File: src/rtl/shift_iter_unit.sv
// Iterative barrel-less shifter: applies one 1-bit shift/rotate step per cycle
// until the captured amount is exhausted, then pulses done for one cycle.
module shift_iter_unit #(
  parameter int DATA_W = 32,
  parameter int AMT_W  = 5
) (
  input  logic              clk,
  input  logic              reset,
  input  logic              start,
  input  logic [2:0]        op,
  input  logic [1:0]        amt_sel,
  input  logic [DATA_W-1:0] data_in,
  input  logic [DATA_W-1:0] reg_b_info,
  input  logic [15:0]       imediato,
  input  logic [DATA_W-1:0] mdr_out,
  output logic [DATA_W-1:0] result,
  output logic              busy,
  output logic              done,
  output logic [AMT_W-1:0]  amt_latched
);

  localparam logic [2:0] OP_SLL = 3'b001;
  localparam logic [2:0] OP_SRL = 3'b010;
  localparam logic [2:0] OP_SRA = 3'b011;
  localparam logic [2:0] OP_ROL = 3'b100;
  localparam logic [2:0] OP_ROR = 3'b101;

  typedef enum logic [1:0] {
    SHIFT_IDLE,
    SHIFT_RUN,
    SHIFT_DONE
  } state_t;

  state_t            state;
  state_t            next_state;
  logic [2:0]        op_q;
  logic [AMT_W-1:0]  cnt;
  logic [AMT_W-1:0]  sel_amt;
  logic              is_shift;
  logic [DATA_W-1:0] step_val;
  logic              unused_bits;

  // Upper operand bits never feed the amount; truncation gives the modulo-DATA_W wrap.
  assign unused_bits = ^{reg_b_info[DATA_W-1:AMT_W], imediato[15:6+AMT_W],
                         imediato[5:0], mdr_out[DATA_W-1:AMT_W]};

  always_comb begin
    sel_amt = '0;
    case (amt_sel)
      2'b00:   sel_amt = reg_b_info[AMT_W-1:0];
      2'b01:   sel_amt = imediato[6+AMT_W-1:6];
      2'b10:   sel_amt = mdr_out[AMT_W-1:0];
      default: sel_amt = AMT_W'(1);
    endcase
  end

  assign is_shift = (op >= OP_SLL) && (op <= OP_ROR);

  always_comb begin
    step_val = result;
    case (op_q)
      OP_SLL:  step_val = {result[DATA_W-2:0], 1'b0};
      OP_SRL:  step_val = {1'b0, result[DATA_W-1:1]};
      OP_SRA:  step_val = {result[DATA_W-1], result[DATA_W-1:1]};
      OP_ROL:  step_val = {result[DATA_W-2:0], result[DATA_W-1]};
      OP_ROR:  step_val = {result[0], result[DATA_W-1:1]};
      default: step_val = result;
    endcase
  end

  always_ff @(posedge clk) begin
    if (reset) begin
      state <= SHIFT_IDLE;
    end else begin
      state <= next_state;
    end
  end

  always_comb begin
    next_state = state;
    busy       = 1'b0;
    done       = 1'b0;
    case (state)
      SHIFT_IDLE: begin
        if (start) begin
          next_state = ((sel_amt != '0) && is_shift) ? SHIFT_RUN : SHIFT_DONE;
        end
      end
      SHIFT_RUN: begin
        busy = 1'b1;
        if (cnt <= AMT_W'(1)) begin
          next_state = SHIFT_DONE;
        end
      end
      SHIFT_DONE: begin
        done       = 1'b1;
        next_state = SHIFT_IDLE;
      end
      default: next_state = SHIFT_IDLE;
    endcase
  end

  // Operands are captured only on an accepted start; result holds after DONE.
  always_ff @(posedge clk) begin
    if (reset) begin
      result      <= '0;
      amt_latched <= '0;
      cnt         <= '0;
      op_q        <= '0;
    end else begin
      case (state)
        SHIFT_IDLE: begin
          if (start) begin
            result      <= data_in;
            op_q        <= op;
            amt_latched <= sel_amt;
            cnt         <= sel_amt;
          end
        end
        SHIFT_RUN: begin
          result <= step_val;
          cnt    <= cnt - AMT_W'(1);
        end
        default: ;
      endcase
    end
  end

endmodule

File: config.mk
export PLATFORM = sky130hd
export DESIGN_NAME = shift_iter_unit
export DESIGN_NICKNAME = d
export VERILOG_FILES = /design/src/rtl/shift_iter_unit.sv
export SDC_FILE = /design/constraint.sdc
export NUM_CORES = 1
export LEC_CHECK = 0
export ABC_AREA = 1
export CAP_MARGIN = 20
export CORE_MARGIN = 5
export CORE_UTILIZATION = 40
export CTS_CLUSTER_SIZE = 20
export DETAILED_ROUTE_END_ITERATION = 16
export HOLD_SLACK_MARGIN = 0.05
export PLACE_DENSITY = 0.82
export SYNTH_ARGS = -nofsm -noshare
export SYNTH_HDL_FRONTEND = slang
export SYNTH_SLANG_ARGS = --single-unit
File: constraint.sdc
create_clock -name clk -period 1.8 [get_ports clk]
set_input_delay 0.36 -clock clk [delete_from_list [all_inputs] [get_ports clk]]
set_output_delay 0.36 -clock clk [all_outputs]
set_load 0.02 [all_outputs]
==> results.ini <==
[setup_path]
critical_path_buf_inv_count = 1
worstPathRequired_ps = 1440
reg2reg_depth = 11
path_cells = clkdlybuf4s50_1
cp.depth = 1
arrival_ps = 1340
worstSetupStartpointType = flop
path_max_fanout = 3
endpoint_kind = primary output
critical-path-top-delay-family = buffers and inverters
ff2ff_setup_slack_ps = 200
cp_slowest_stage_delay_ps = 630
crit_slowest_cell = clkdlybuf4s50_1
path_class = flop to primary output

[clock_tree]
htree_levels = 2
cts_root_buf = clkbuf_8
clkLatencyLatePin_ps = 300
clock_path_buffers = 2
cts_tree = done
cts_sinks = 47
numCtsBuffers = 5
clk_pin_slew_worst_paths_ps = 90

[global_routing]
grt_max_degree = 40
groute.usage.overall = 0.190
overflow = 0
antenna_found_initial = 0
grt_pass1_vias = 3293
grt_pass1_wl_microns = 14200

[yosys]
synth-main-ff-cell = dfxtp_1
synth_compound_area_frac = 0.117
synth_top_family_by_area = simple AND/OR/NAND/NOR gates
synth_mux_area_frac = 0
synth_fa_ha_area_frac = 0.0127
synth_seq_cells = 47
postSynth.asyncResetShare = 0
syn_avg_cell_area_sq_um = 5.75
synth-edff-count = 0
synth_simple_gate_area_frac = 0.426
synthTopCellsByArea = dfxtp_1 (32%), nand2_1 (23%), nor2_1 (10%)
seq_area_frac_synth = 0.318
syn_inst = 515
synth_fp_nets = 638
synth.distinct_cells = 22
synth-xor-area-share = 0.00888
synth_top_area_cell = dfxtp_1
synth_area_sq_um = 2960
synth_common_cells = nand2_1 (182), nor2_1 (79), nand3_1 (50)
synth.most_common_cell = nand2_1
yosysWarnings = 0
synth.top_cell.area_share = 0.318

[floorplanning]
die-area_sq_um = 9220
die_y_microns = 96.0
initial_core_util = 0.410
ios = 159
die_w_microns = 96.0
core_sq_um = 7210
row_count = 31

[detailed_routing]
ant_nets = 0
viasPerCell = 4.92
wirelength_microns = 8700
dr.pass1.iters = 5
routed-via-count = 3474
wl_per_cell_microns = 12.3
drt_iter0_drc = 202
drc = 0

[final_layout]
areaGrowthSynthToFinish_pct = 42.5
final_nets = 729
fin_util = 0.585
diodes = 0
drive_gt1_frac = 0.0659

[run_status]
outcome = complete, no violations

[min_path]
hold_class = flop to flop
min_delay_path_depth = 2

[place]
io_buffer_count = 93
gp_congestion = 0.830
hpwl_microns = 6240

[timing]
maxClockFrequency_mhz = 587
rsz0062_at_grt = false
period_share = 0.946
timing.hold.ws_ps = 472
min_period_ps = 1700
final_hold_viol_count = 0
worst_slew_pin_slew_ps = 404
skew_ps = 9.43
setup_viol = 0
slew_headroom = 0.731
maxSlewViolCount = 0

[power_and_ir_drop]
vdd_drop_max_mv = 0.411
powerDensity_nw_per_um2 = 922
p_leak_nw = 1.96
p_total_w = 0.00389

[job]
cap_violations = 0

-- per-layer routing --
metal	GRT usage	share of wire	up-vias
met5	0	0	-
met4	0.0675	0.018	0
met3	0.0430	0.069	16
met2	0.343	0.50	107
met1	0.217	0.41	1574
li1	-	-	1777
-- layout make-up --
type / count / area [sq um]
fill: 683 / 3000
multi-input combinational: 388 / 1680
timing repair buffer: 114 / 1170
sequential: 47 / 942
inverter: 50 / 188
tap: 99 / 124
clock buffer: 6 / 82.6
clock inverter: 2 / 35.0
-- sequential cells by signal, indices dropped and copies added, names as in the netlist --
name         flops
cnt              5
op_q             3
amt_latched      5
result          32
state            2
-- final timing paths --
path	start	endpoint
min	amt_latched[1]$_SDFFE_PP0P_	amt_latched[1]$_SDFFE_PP0P_
max reg2reg	op_q[1]$_SDFFE_PP0P_	result[2]$_SDFFE_PP0P_
max	result[10]$_SDFFE_PP0P_	result[10]
min reg2reg	amt_latched[1]$_SDFFE_PP0P_	amt_latched[1]$_SDFFE_PP0P_
-- metrics by stage --
step                worst slack [ps]  setup TNS [ps]  cells  area (sq um)
global route                    26.4               0    706          4220
detailed placement             -66.4            -109    697          4070
global placement               -40.6           -40.6    697          4070
finish                          97.8               0    706          4220
floorplan                        272               0    515          2960
CTS                             49.0               0    705          4180
-- cell families (layout without fill, tap and decap cells) --
group | count (synthesis) | count (layout)
AO/OA/AOI/OAI | 66 | 66
buffers and inverters | 80 | 172
XOR/XNOR | 3 | 3
adder cells (fa/ha/maj) | 3 | 3
flip-flops | 47 | 47
AND/OR/NAND/NOR | 316 | 316
-- power by group --
part           switching, W  internal (W)  leakage, nW
sequential         0.000135       0.00120        0.390
combinational      0.000970      0.000764         1.51
clock              0.000365      0.000450       0.0612
-- layout by cell type (no fill, tap or decap), types with 2 or more instances in the layout --
cell type	instances
a21oi_1	17
a31oi_1	3
buf_12	5
buf_4	15
clkbuf_8	6
clkdlybuf4s50_1	91
dfxtp_1	46
dlygate4sd2_1	2
ha_1	2
inv_1	46
inv_2	4
nand2_1	182
nand2_2	2
nand3_1	50
nor2_1	79
o21ai_0	20
o21ai_1	22
o21bai_1	2
or2_2	2
xor2_1	3
-- worst min-delay path, stage by stage (launching register included) --
cell	delay (ps)
dfxtp_1	320
nand2_1	60
a21oi_1	50
-- what timing repair did --
item | in CTS | in global routing
setup endpoints to repair | 2 | 30
buffers inserted | 0 | 0
gates cloned | 0 | 1
resized for setup | 2 | 4
hold buffers | 0 | 0
endpoints found under the hold margin | 0 | 0
Power figures use the tool's default switching activity.
